**config.mk**
```make
export PLATFORM = sky130hd
export DESIGN_NAME = panda_cw_sequencer
export DESIGN_NICKNAME = d
export VERILOG_FILES = /design/src/rtl/panda_pkg.sv /design/src/rtl/panda_cw_store.sv /design/src/rtl/panda_cw_sequencer.sv
export SDC_FILE = /design/constraint.sdc
export NUM_CORES = 1
export LEC_CHECK = 0
export BUFFER_PORTS_ARGS = -buffer_cell sky130_fd_sc_hd__buf_2
export CAP_MARGIN = 40
export CORE_MARGIN = 4
export CORE_UTILIZATION = 50
export CTS_BUF_LIST = sky130_fd_sc_hd__clkbuf_8 sky130_fd_sc_hd__clkbuf_16
export DETAILED_ROUTE_END_ITERATION = 7
export GPL_TIMING_DRIVEN = 0
export PLACE_DENSITY = 0.73
export SETUP_SLACK_MARGIN = 0.5
export SLEW_MARGIN = 20
export SYNTH_ARGS = -nofsm -noshare
export SYNTH_HDL_FRONTEND = slang
export SYNTH_SLANG_ARGS = --single-unit
```
**constraint.sdc**
```tcl
create_clock -name clk_i -period 3.5 [get_ports clk_i]
set_input_delay 0.35 -clock clk_i [delete_from_list [all_inputs] [get_ports clk_i]]
set_output_delay 0.35 -clock clk_i [all_outputs]
set_load 0.03 [all_outputs]
```
**src/rtl/panda_pkg.sv**
```systemverilog
// Shared state encoding and control-word field positions for the PANDA sequencer.
package panda_pkg;

  typedef enum logic [1:0] {
    IDLE     = 2'd0,
    ISSUE    = 2'd1,
    MEM_WAIT = 2'd2,
    DONE     = 2'd3
  } seq_state_e;

  typedef enum logic [1:0] {
    ENTRY_ALU   = 2'd0,
    ENTRY_STORE = 2'd1,
    ENTRY_LOAD  = 2'd2
  } entry_kind_e;

  localparam int         CW_RD_WE_BIT  = 15;
  localparam int         CW_STORE_BIT  = 20;
  localparam int         CW_RD_SEL_LSB = 16;
  localparam logic [1:0] RD_SEL_LOAD   = 2'b01;

  // The store bit wins, so an entry is never treated as both a store and a load.
  function automatic entry_kind_e entry_kind(input logic store_bit, input logic [1:0] rd_sel);
    entry_kind_e kind;
    if (store_bit) begin
      kind = ENTRY_STORE;
    end else if (rd_sel == RD_SEL_LOAD) begin
      kind = ENTRY_LOAD;
    end else begin
      kind = ENTRY_ALU;
    end
    return kind;
  endfunction

endpackage

```
**src/rtl/panda_cw_store.sv**
```systemverilog
// Program storage for the control-word sequencer: one write port, one combinational
// read port, every entry cleared by the asynchronous reset.
module panda_cw_store #(
  parameter  int SEQ_DEPTH = 16,
  parameter  int DATA_W    = 60,
  localparam int ADDR_W    = $clog2(SEQ_DEPTH)
) (
  input  logic              clk_i,
  input  logic              rst_ni,
  input  logic              we_i,
  input  logic [ADDR_W-1:0] waddr_i,
  input  logic [DATA_W-1:0] wdata_i,
  input  logic [ADDR_W-1:0] raddr_i,
  output logic [DATA_W-1:0] rdata_o
);

  logic [DATA_W-1:0] rd_view [SEQ_DEPTH];

  for (genvar gi = 0; gi < SEQ_DEPTH; gi++) begin : g_entry
    logic [DATA_W-1:0] entry_q;
    logic [DATA_W-1:0] entry_d;

    always_comb begin
      entry_d = entry_q;
      if (we_i && (waddr_i == ADDR_W'(gi))) begin
        entry_d = wdata_i;
      end
    end

    always_ff @(posedge clk_i or negedge rst_ni) begin
      if (!rst_ni) begin
        entry_q <= '0;
      end else begin
        entry_q <= entry_d;
      end
    end

    assign rd_view[gi] = entry_q;
  end

  assign rdata_o = rd_view[raddr_i];

endmodule

```
**src/rtl/panda_cw_sequencer.sv**
```systemverilog
// Steps a stored program of control words into the datapath, handshaking memory entries.
// Optional PANDA_SEQ_PERF_CNT_EN adds saturating busy-cycle and stall-cycle counters.
module panda_cw_sequencer
  import panda_pkg::*;
#(
  parameter  int SEQ_DEPTH = 16,
  parameter  int CW_W      = 28,
  localparam int IDX_W     = $clog2(SEQ_DEPTH),
  localparam int LEN_W     = IDX_W + 1
) (
  input  logic             clk_i,
  input  logic             rst_ni,
  input  logic             prog_we_i,
  input  logic [IDX_W-1:0] prog_addr_i,
  input  logic [CW_W-1:0]  prog_cw_i,
  input  logic [31:0]      prog_imm_i,
  input  logic             start_i,
  input  logic [LEN_W-1:0] len_i,
  input  logic             abort_i,
  output logic [CW_W-1:0]  cw_o,
  output logic [31:0]      imm_o,
  output logic             cw_valid_o,
  output logic             step_o,
  output logic             data_req_o,
  input  logic             data_gnt_i,
  input  logic             data_rvalid_i,
  output logic             busy_o,
  output logic             done_o
`ifdef PANDA_SEQ_PERF_CNT_EN
  ,
  output logic [31:0]      cycle_cnt_o,
  output logic [31:0]      stall_cnt_o
`endif
);

  seq_state_e       state_q, state_d;
  logic [IDX_W-1:0] idx_q, idx_d;
  logic [LEN_W-1:0] len_q, len_d;

  logic [CW_W+31:0] entry_data;
  logic [CW_W-1:0]  entry_cw;
  logic [31:0]      entry_imm;
  entry_kind_e      kind;
  logic             last_entry;
  logic             commit;
  logic             hide_rd_we;
  logic             run_start;

  panda_cw_store #(
    .SEQ_DEPTH (SEQ_DEPTH),
    .DATA_W    (CW_W + 32)
  ) u_store (
    .clk_i   (clk_i),
    .rst_ni  (rst_ni),
    .we_i    (prog_we_i && (state_q == IDLE)),
    .waddr_i (prog_addr_i),
    .wdata_i ({prog_cw_i, prog_imm_i}),
    .raddr_i (idx_q),
    .rdata_o (entry_data)
  );

  assign entry_cw   = entry_data[CW_W+31:32];
  assign entry_imm  = entry_data[31:0];
  assign kind       = entry_kind(entry_cw[CW_STORE_BIT], entry_cw[CW_RD_SEL_LSB +: 2]);
  assign last_entry = ({1'b0, idx_q} == (len_q - LEN_W'(1)));

  always_comb begin
    state_d    = state_q;
    idx_d      = idx_q;
    len_d      = len_q;
    busy_o     = 1'b0;
    cw_valid_o = 1'b0;
    done_o     = 1'b0;
    data_req_o = 1'b0;
    step_o     = 1'b0;
    commit     = 1'b0;
    hide_rd_we = 1'b0;
    run_start  = 1'b0;
    cw_o       = '0;
    imm_o      = '0;

    unique case (state_q)
      IDLE: begin
        if (start_i && !abort_i) begin
          run_start = 1'b1;
          idx_d     = '0;
          len_d     = len_i;
          state_d   = (len_i == '0) ? DONE : ISSUE;
        end
      end
      ISSUE: begin
        busy_o = 1'b1;
        unique case (kind)
          ENTRY_STORE: begin
            data_req_o = 1'b1;
            commit     = data_gnt_i;
          end
          ENTRY_LOAD: begin
            data_req_o = 1'b1;
            hide_rd_we = 1'b1;
            if (data_gnt_i) begin
              state_d = MEM_WAIT;
            end
          end
          default: commit = 1'b1;
        endcase
      end
      MEM_WAIT: begin
        busy_o     = 1'b1;
        commit     = data_rvalid_i;
        hide_rd_we = !data_rvalid_i;
      end
      DONE: begin
        done_o  = 1'b1;
        state_d = IDLE;
      end
      default: state_d = IDLE;
    endcase

    cw_valid_o = busy_o;

    // Abort discards the entry in flight: no commit, and a load never exposes rd_we.
    if (busy_o && abort_i) begin
      state_d = IDLE;
      idx_d   = '0;
      if (kind == ENTRY_LOAD) begin
        hide_rd_we = 1'b1;
      end
    end else if (commit) begin
      step_o = 1'b1;
      if (last_entry) begin
        state_d = DONE;
      end else begin
        idx_d   = idx_q + IDX_W'(1);
        state_d = ISSUE;
      end
    end

    if (busy_o) begin
      cw_o  = entry_cw;
      imm_o = entry_imm;
      if (hide_rd_we) begin
        cw_o[CW_RD_WE_BIT] = 1'b0;
      end
    end
  end

  always_ff @(posedge clk_i or negedge rst_ni) begin
    if (!rst_ni) begin
      state_q <= IDLE;
      idx_q   <= '0;
      len_q   <= '0;
    end else begin
      state_q <= state_d;
      idx_q   <= idx_d;
      len_q   <= len_d;
    end
  end

`ifdef PANDA_SEQ_PERF_CNT_EN
  logic [31:0] cycle_cnt_q, cycle_cnt_d;
  logic [31:0] stall_cnt_q, stall_cnt_d;
  logic        stall_event;

  assign stall_event = (data_req_o && !data_gnt_i) ||
                       ((state_q == MEM_WAIT) && !data_rvalid_i);

  always_comb begin
    cycle_cnt_d = cycle_cnt_q;
    stall_cnt_d = stall_cnt_q;
    if (run_start) begin
      cycle_cnt_d = '0;
      stall_cnt_d = '0;
    end else begin
      if (busy_o && (cycle_cnt_q != '1)) begin
        cycle_cnt_d = cycle_cnt_q + 32'd1;
      end
      if (stall_event && (stall_cnt_q != '1)) begin
        stall_cnt_d = stall_cnt_q + 32'd1;
      end
    end
  end

  always_ff @(posedge clk_i or negedge rst_ni) begin
    if (!rst_ni) begin
      cycle_cnt_q <= '0;
      stall_cnt_q <= '0;
    end else begin
      cycle_cnt_q <= cycle_cnt_d;
      stall_cnt_q <= stall_cnt_d;
    end
  end

  assign cycle_cnt_o = cycle_cnt_q;
  assign stall_cnt_o = stall_cnt_q;
`else
  logic unused_run_start;
  assign unused_run_start = run_start;
`endif

endmodule

```
Word-level counts from Yosys, hierarchy flattened
Index checks and enable logic that the tools add are counted.
- bits in registers: 971
- input port bits: 76
- output and inout port bits: 65
- word-level logic and storage cells: 110
- add/subtract/negate cells: 2
- $lt $le $gt $ge: 1
- eq/ne operators: 25
- muxes and demuxes: 33
- bitwise gates (word level): 1
- reduce and logical (&&, ||, !) cells: 29
- operator list (operator ; count):
    60-bit binary-select mux with 4-bit select ; 1
    60-bit 2-to-1 mux ; 2
    4-bit == test, second input constant ; 8
    32-bit 2-to-1 mux ; 1
    28-bit 2-to-1 mux ; 1
    4-bit 2-to-1 mux ; 5
    1-bit logical AND ; 19
    2-bit 2-to-1 mux ; 9
    4-bit by 3-bit == test with 1-bit output, second input constant ; 4
    1-bit 2-to-1 mux ; 10
    4-bit by 2-bit == test with 1-bit output, second input constant ; 2
    4-bit inequality test, second input constant ; 2
    2-bit by 1-bit == test with 1-bit output, second input constant ; 3
    2-bit == test, second input constant ; 3
    1-bit case mux with 2 select lines ; 3
    2-bit case mux with 3 select lines ; 1
    4-bit by 5-bit == test with 1-bit output ; 1
    5-bit >= comparator, second input constant ; 1
    5-bit logical NOT ; 1
    4-bit NOT with 5-bit output ; 1
    5-bit nonzero test ; 1
    5-bit by 1-bit subtractor with 5-bit output, second input constant ; 1
    4-bit by 1-bit adder with 4-bit output, second input constant ; 1
    4-bit by 1-bit == test with 1-bit output, second input constant ; 1
    other kinds (7) ; 9

Logic depth before layout (Yosys ltp)
- depth in word-level cells: 14
- gate-level depth with buffers: 10
- mapped depth without buffers: 9

Hierarchy
Synthesis repeated with hierarchy kept, for this count alone.
- cell total of the unflattened synthesis: 2764
- area total of the unflattened synthesis: 43825.8 um^2
- modules (own cells, without submodules) (module ; instances ; cells each ; area each (um^2) ; seq. area each (um^2)):
    panda_cw_store ; 1 ; 2611 ; 42588.3 ; 24023.0
    panda_cw_sequencer ; 1 ; 153 ; 1237.4 ; 275.3

Least setup slack after synthesis
No wires, ideal clock.
- kind: register to output
- start point: register idx_q[0]
- end point: output port cw_o[15]
- arrival time: 2443 ps
- data required time: 3150 ps
- slack: 707 ps
- stages on the path, launching flop included: 7
- path buffers: 3
- cells stage by stage: dfrtp_1 buf_6 buf_6 clkbuf_1 mux4_2 mux4_2 o2111a_1
- cells in the longest elaborated chain, start to end: 14
- ends and longest elaborated chain (element ; RTL line ; RTL):
    start: declaration ; panda_cw_sequencer.sv:37 ; logic [IDX_W-1:0] idx_q, idx_d;
    start signal: assignment ; panda_cw_sequencer.sv:155 ; idx_q <= idx_d;
    4-bit NOT with 5-bit output (implied by the code) (*) ; panda_cw_store.sv:41 ; assign rdata_o = rd_view[raddr_i];
    60-bit binary-select mux with 4-bit select (*) ; panda_cw_store.sv:41 ;
    60-bit 2-to-1 mux (implied by the code) (*) (2 in a row) ; panda_cw_store.sv:41 ;
    2-bit by 1-bit == test with 1-bit output ; panda_pkg.sv:27 ; end else if (rd_sel == RD_SEL_LOAD) begin
    2-bit 2-to-1 mux ; panda_pkg.sv:27 ;
    2-bit 2-to-1 mux ; panda_pkg.sv:25 ; if (store_bit) begin
    2-bit == test ; panda_cw_sequencer.sv:93, panda_cw_sequencer.sv:126 ;
    1-bit 2-to-1 mux ; panda_cw_sequencer.sv:93 ; unique case (kind)
    1-bit case mux with 2 select lines ; panda_cw_sequencer.sv:82 ; unique case (state_q)
    1-bit 2-to-1 mux ; panda_cw_sequencer.sv:126 ; if (kind == ENTRY_LOAD) begin
    1-bit 2-to-1 mux ; panda_cw_sequencer.sv:123 ; if (busy_o && abort_i) begin
    1-bit 2-to-1 mux (*) ; panda_cw_sequencer.sv:142 ; if (hide_rd_we) begin
    28-bit 2-to-1 mux (*) ; panda_cw_sequencer.sv:139 ; if (busy_o) begin
    end: declaration ; panda_cw_sequencer.sv:20 ; output logic [CW_W-1:0] cw_o,
Mark *: on every way between the ends. The rest lies on a longest branch, timed or not. The select of a mux whose other input is x is not followed.

Worst setup path in the final report
- start point: register idx_q[0]
- end point: output port imm_o[4]
- cells in the longest elaborated chain, start to end: 5
- ends and longest elaborated chain (element ; RTL line ; RTL):
    4-bit NOT with 5-bit output (implied by the code) ; panda_cw_store.sv:41 ;
    60-bit binary-select mux with 4-bit select ; panda_cw_store.sv:41 ;
    60-bit 2-to-1 mux (implied by the code) (2 in a row) ; panda_cw_store.sv:41 ;
    32-bit 2-to-1 mux ; panda_cw_sequencer.sv:139 ;
    end: declaration ; panda_cw_sequencer.sv:21 ; output logic [31:0] imm_o,
No other way between the ends. The select of a mux whose other input is x is not followed.

==> qor.txt <==
Post-Syn Area: 43,900 µm²
Nets: 3,137
Max IR drop VDD: 597.0 µV
Yosys warning count: 0
Maximum Capacitance Violations: 0
Critical-path maximum fanout: 8
Hpwl dp: 81,180 µm
P per Cell Area: 896.0 nW/µm²
WS Path Type: register to primary output
Final hold violation count: 106
Routability cong.: 0.8226
CORE AREA: 86,890 µm²
Die height: 304.3 µm
Max Root-Sink Buffers: 3
Post-Place Cells: 3,997
Initial antenna violation count: 5
Critical path's slowest cell: mux4_2
Max_slew headroom: 0.4039
Place WS: -567.9 ps
# setup viols final: 20
FP Rows: 108
Top cells by count, synth: 971 x dfrtp_1, 965 x mux2_2, 294 x mux4_2
Synth Area per Inst: 16.62 µm²
First-pass GRT wire length: 180,900 µm
Routed Antenna Nets: 0
Initial Utilization: 0.5052
Non-Filler Instances: 4,298
Worst Setup Slack, final: -45.34 ps
Slew of the pin with the lowest slew margin: 894.2 ps
Wire per inst: 27.73 µm
Vias per inst: 6.074
Number of enable flip-flop cells after synthesis: 0
Slowest cell delay on critical path: 520 ps
Number of global-route vias before repair: 28,820
Via count: 26,110
Worst Hold Class: primary input to async pin
CP Launch Type: register
TritonCTS buffer count: 103
Latest clock arrival within the worst-skew pair: 680 ps
Root Buffer Master: clkbuf_16
Cts hold-fix bufs: 48
Max Freq: 282.1 MHz
Period Utilization, post-route: 1.013
Ports: 141
Most common cell in the netlist: dfrtp_1
GRT Overall Usage: 0.2563
CTS H-tree lvls: 3
Synth area leaders: dfrtp_1 55%, mux2_2 25%, mux4_2 15%
Req. time, crit path: 3150 ps
Critical Path AT: 3200 ps
Cell count after synthesis: 2,642
Dominant cell type by area after synthesis: dfrtp_1
Status: complete, but fails checks
Share of layout cells above drive strength 1: 0.5902
Failing checks: hold timing, setup timing
Design area: 52,740 µm²
Max-slew violation count: 0
Clock Skews: 26.52 ps
DRT iter0 DRCs: 2,217
Top Family by Delay on Critical Path: multiplexers
Largest net degree at the start of global routing: 151
RSZ-0062 raised after global routing: yes
Sequential area share after synthesis: 0.5535
TritonCTS clock tree: done
Flops & latches, synth: 971
Gr ovfl total: 0
Worst hold slack: -335.5 ps
Kind of end point of the critical path: primary output
Post-synth top flop: dfrtp_1
DR pass1 iterations: 5
Remaining DRCs: 0
Placed inst area: 46,890 µm²
Routed wire length: 119,200 µm
Crit-path cells: buf_12 -> buf_16 -> clkbuf_16 -> buf_16 -> buf_12 -> mux4_2 -> mux4_2 -> and2_4 -> buf_6
Clock slew at reported path FFs: 60 ps
Fillers: 6,228
Sink Count: 971
CP bufs+invs: 6
Port buffer count: 140
P&R area growth vs syn: 20.14%
Post-synth top area share: 0.5535
R2R Setup Slk: 550 ps
Die Area: 92,600 µm²
Overall power: 47.26 mW
Die width: 304.3 µm
Minimum clock period: 3545 ps
Leak: 23.59 nW
Post-synth cell types: 40
Synth async-reset ratio: 1.000
Net Count, Synth: 2,725
## report_power, final
group	leakage [nW]	switching (mW)	total, mW	internal [mW]
combinational	9.23	6.99	17.1	10.1
clock	1.83	4.57	11.1	6.54
sequential	12.5	2.72	19.1	16.4
## registers in the layout, indices dropped and copies added (netlist names)
name / cells
idx_q: 4
len_q: 5
state_q: 2
u_store.g_entry.entry_q: 960
## layout by cell type (no fill, tap or decap), types with 6 or more instances in the layout
master and n:
nor2_4 6, clkbuf_2 55, clkbuf_1 109, clkbuf_16 115
buf_1 22, clkinv_2 8, buf_6 93, buf_12 14
nand2b_1 9, nor2_1 9, nand3b_1 7, nand2_1 13
dlygate4sd3_1 48, ha_1 6, buf_16 24, inv_1 32
mux2_2 965, buf_8 11, and2_4 37, and2_1 23
buf_2 108, dfrtp_1 971, buf_4 42, clkbuf_8 37
mux4_2 296
## per-stage QoR
step | utilization | TNS, ps
after CTS | 0.5981 | -578.0
after global routing | 0.6069 | -2855
after global placement | 0.5299 | -
after floorplan | - | 0
final | 0.6070 | -322.8
after detailed placement | 0.5397 | -26890
## routing by layer
metal | track usage | part of all wire | up-vias
li1 | - | - | 10720
met4 | 0.09759 | 0.041 | 6
met2 | 0.4267 | 0.50 | 843
met3 | 0.05213 | 0.065 | 280
met1 | 0.3353 | 0.39 | 14260
met5 | 0 | 0.00039 | -
## cells by family (layout without fill, tap and decap cells)
group / after synthesis / in the layout / share of synthesized area
xor gates and xnor gates: 4 / 4 / 0.0007982
AOI/OAI and AO/OA: 22 / 23 / 0.003848
adders and majority gates: 7 / 7 / 0.001995
and+or+nand+nor: 132 / 132 / 0.01702
DFF: 971 / 971 / 0.5535
other: 0 / 5 / 0
buffers and inverters: 242 / 737 / 0.02172
muxes: 1264 / 1264 / 0.4011
## final timing paths
check,start,end,cells past startpoint
worst max register to register,idx_q[0],state_q[1],12
worst max-delay path,idx_q[0],imm_o[4],9
worst min-delay path,rst_ni,u_store.g_entry[12].entry_q[54],1
min in group clk_i,prog_imm_i[31],u_store.g_entry[11].entry_q[31],2
worst min register to register,u_store.g_entry[10].entry_q[40],u_store.g_entry[10].entry_q[40],1
max in group asynchronous,rst_ni,u_store.g_entry[13].entry_q[23],5
## repair_timing
| action | 4_1_cts | 5_1_grt |
|---|---|---|
| gates cloned | 2 | 9 |
| buffers inserted | 17 | 24 |
| setup endpoints to repair | 570 | 618 |
| resized for setup | 289 | 108 |
| pin swaps | 4 | 12 |
| hold endpoints to repair | 325 | 106 |
## cell type report
class | instances | area (µm²) | area share
Multi-Input combinational cell | 1430 | 18860 | 0.3577
Antenna cell | 5 | 12.51 | 0.0002372
Clock inverter | 50 | 427.9 | 0.008113
Inverter | 5 | 18.77 | 0.0003559
Timing Repair Buffer | 306 | 3012 | 0.05710
Tap cell | 1155 | 1445 | 0.02740
Buffer | 237 | 1567 | 0.02970
Clock buffer | 139 | 3095 | 0.05869
Sequential cell | 971 | 24300 | 0.4607
## worst register-to-register path, cell delays in order, from the launching register on
cell and delay (ps):
dfrtp_1 400, buf_12 150, buf_4 120, buf_4 110, mux4_2 490, mux4_2 530
buf_6 150, buf_6 110, nor2_2 120, a31oi_2 120, a32oi_2 230, nor3_1 70
a31o_2 230
No activity file was read; power rests on OpenSTA's default activity.
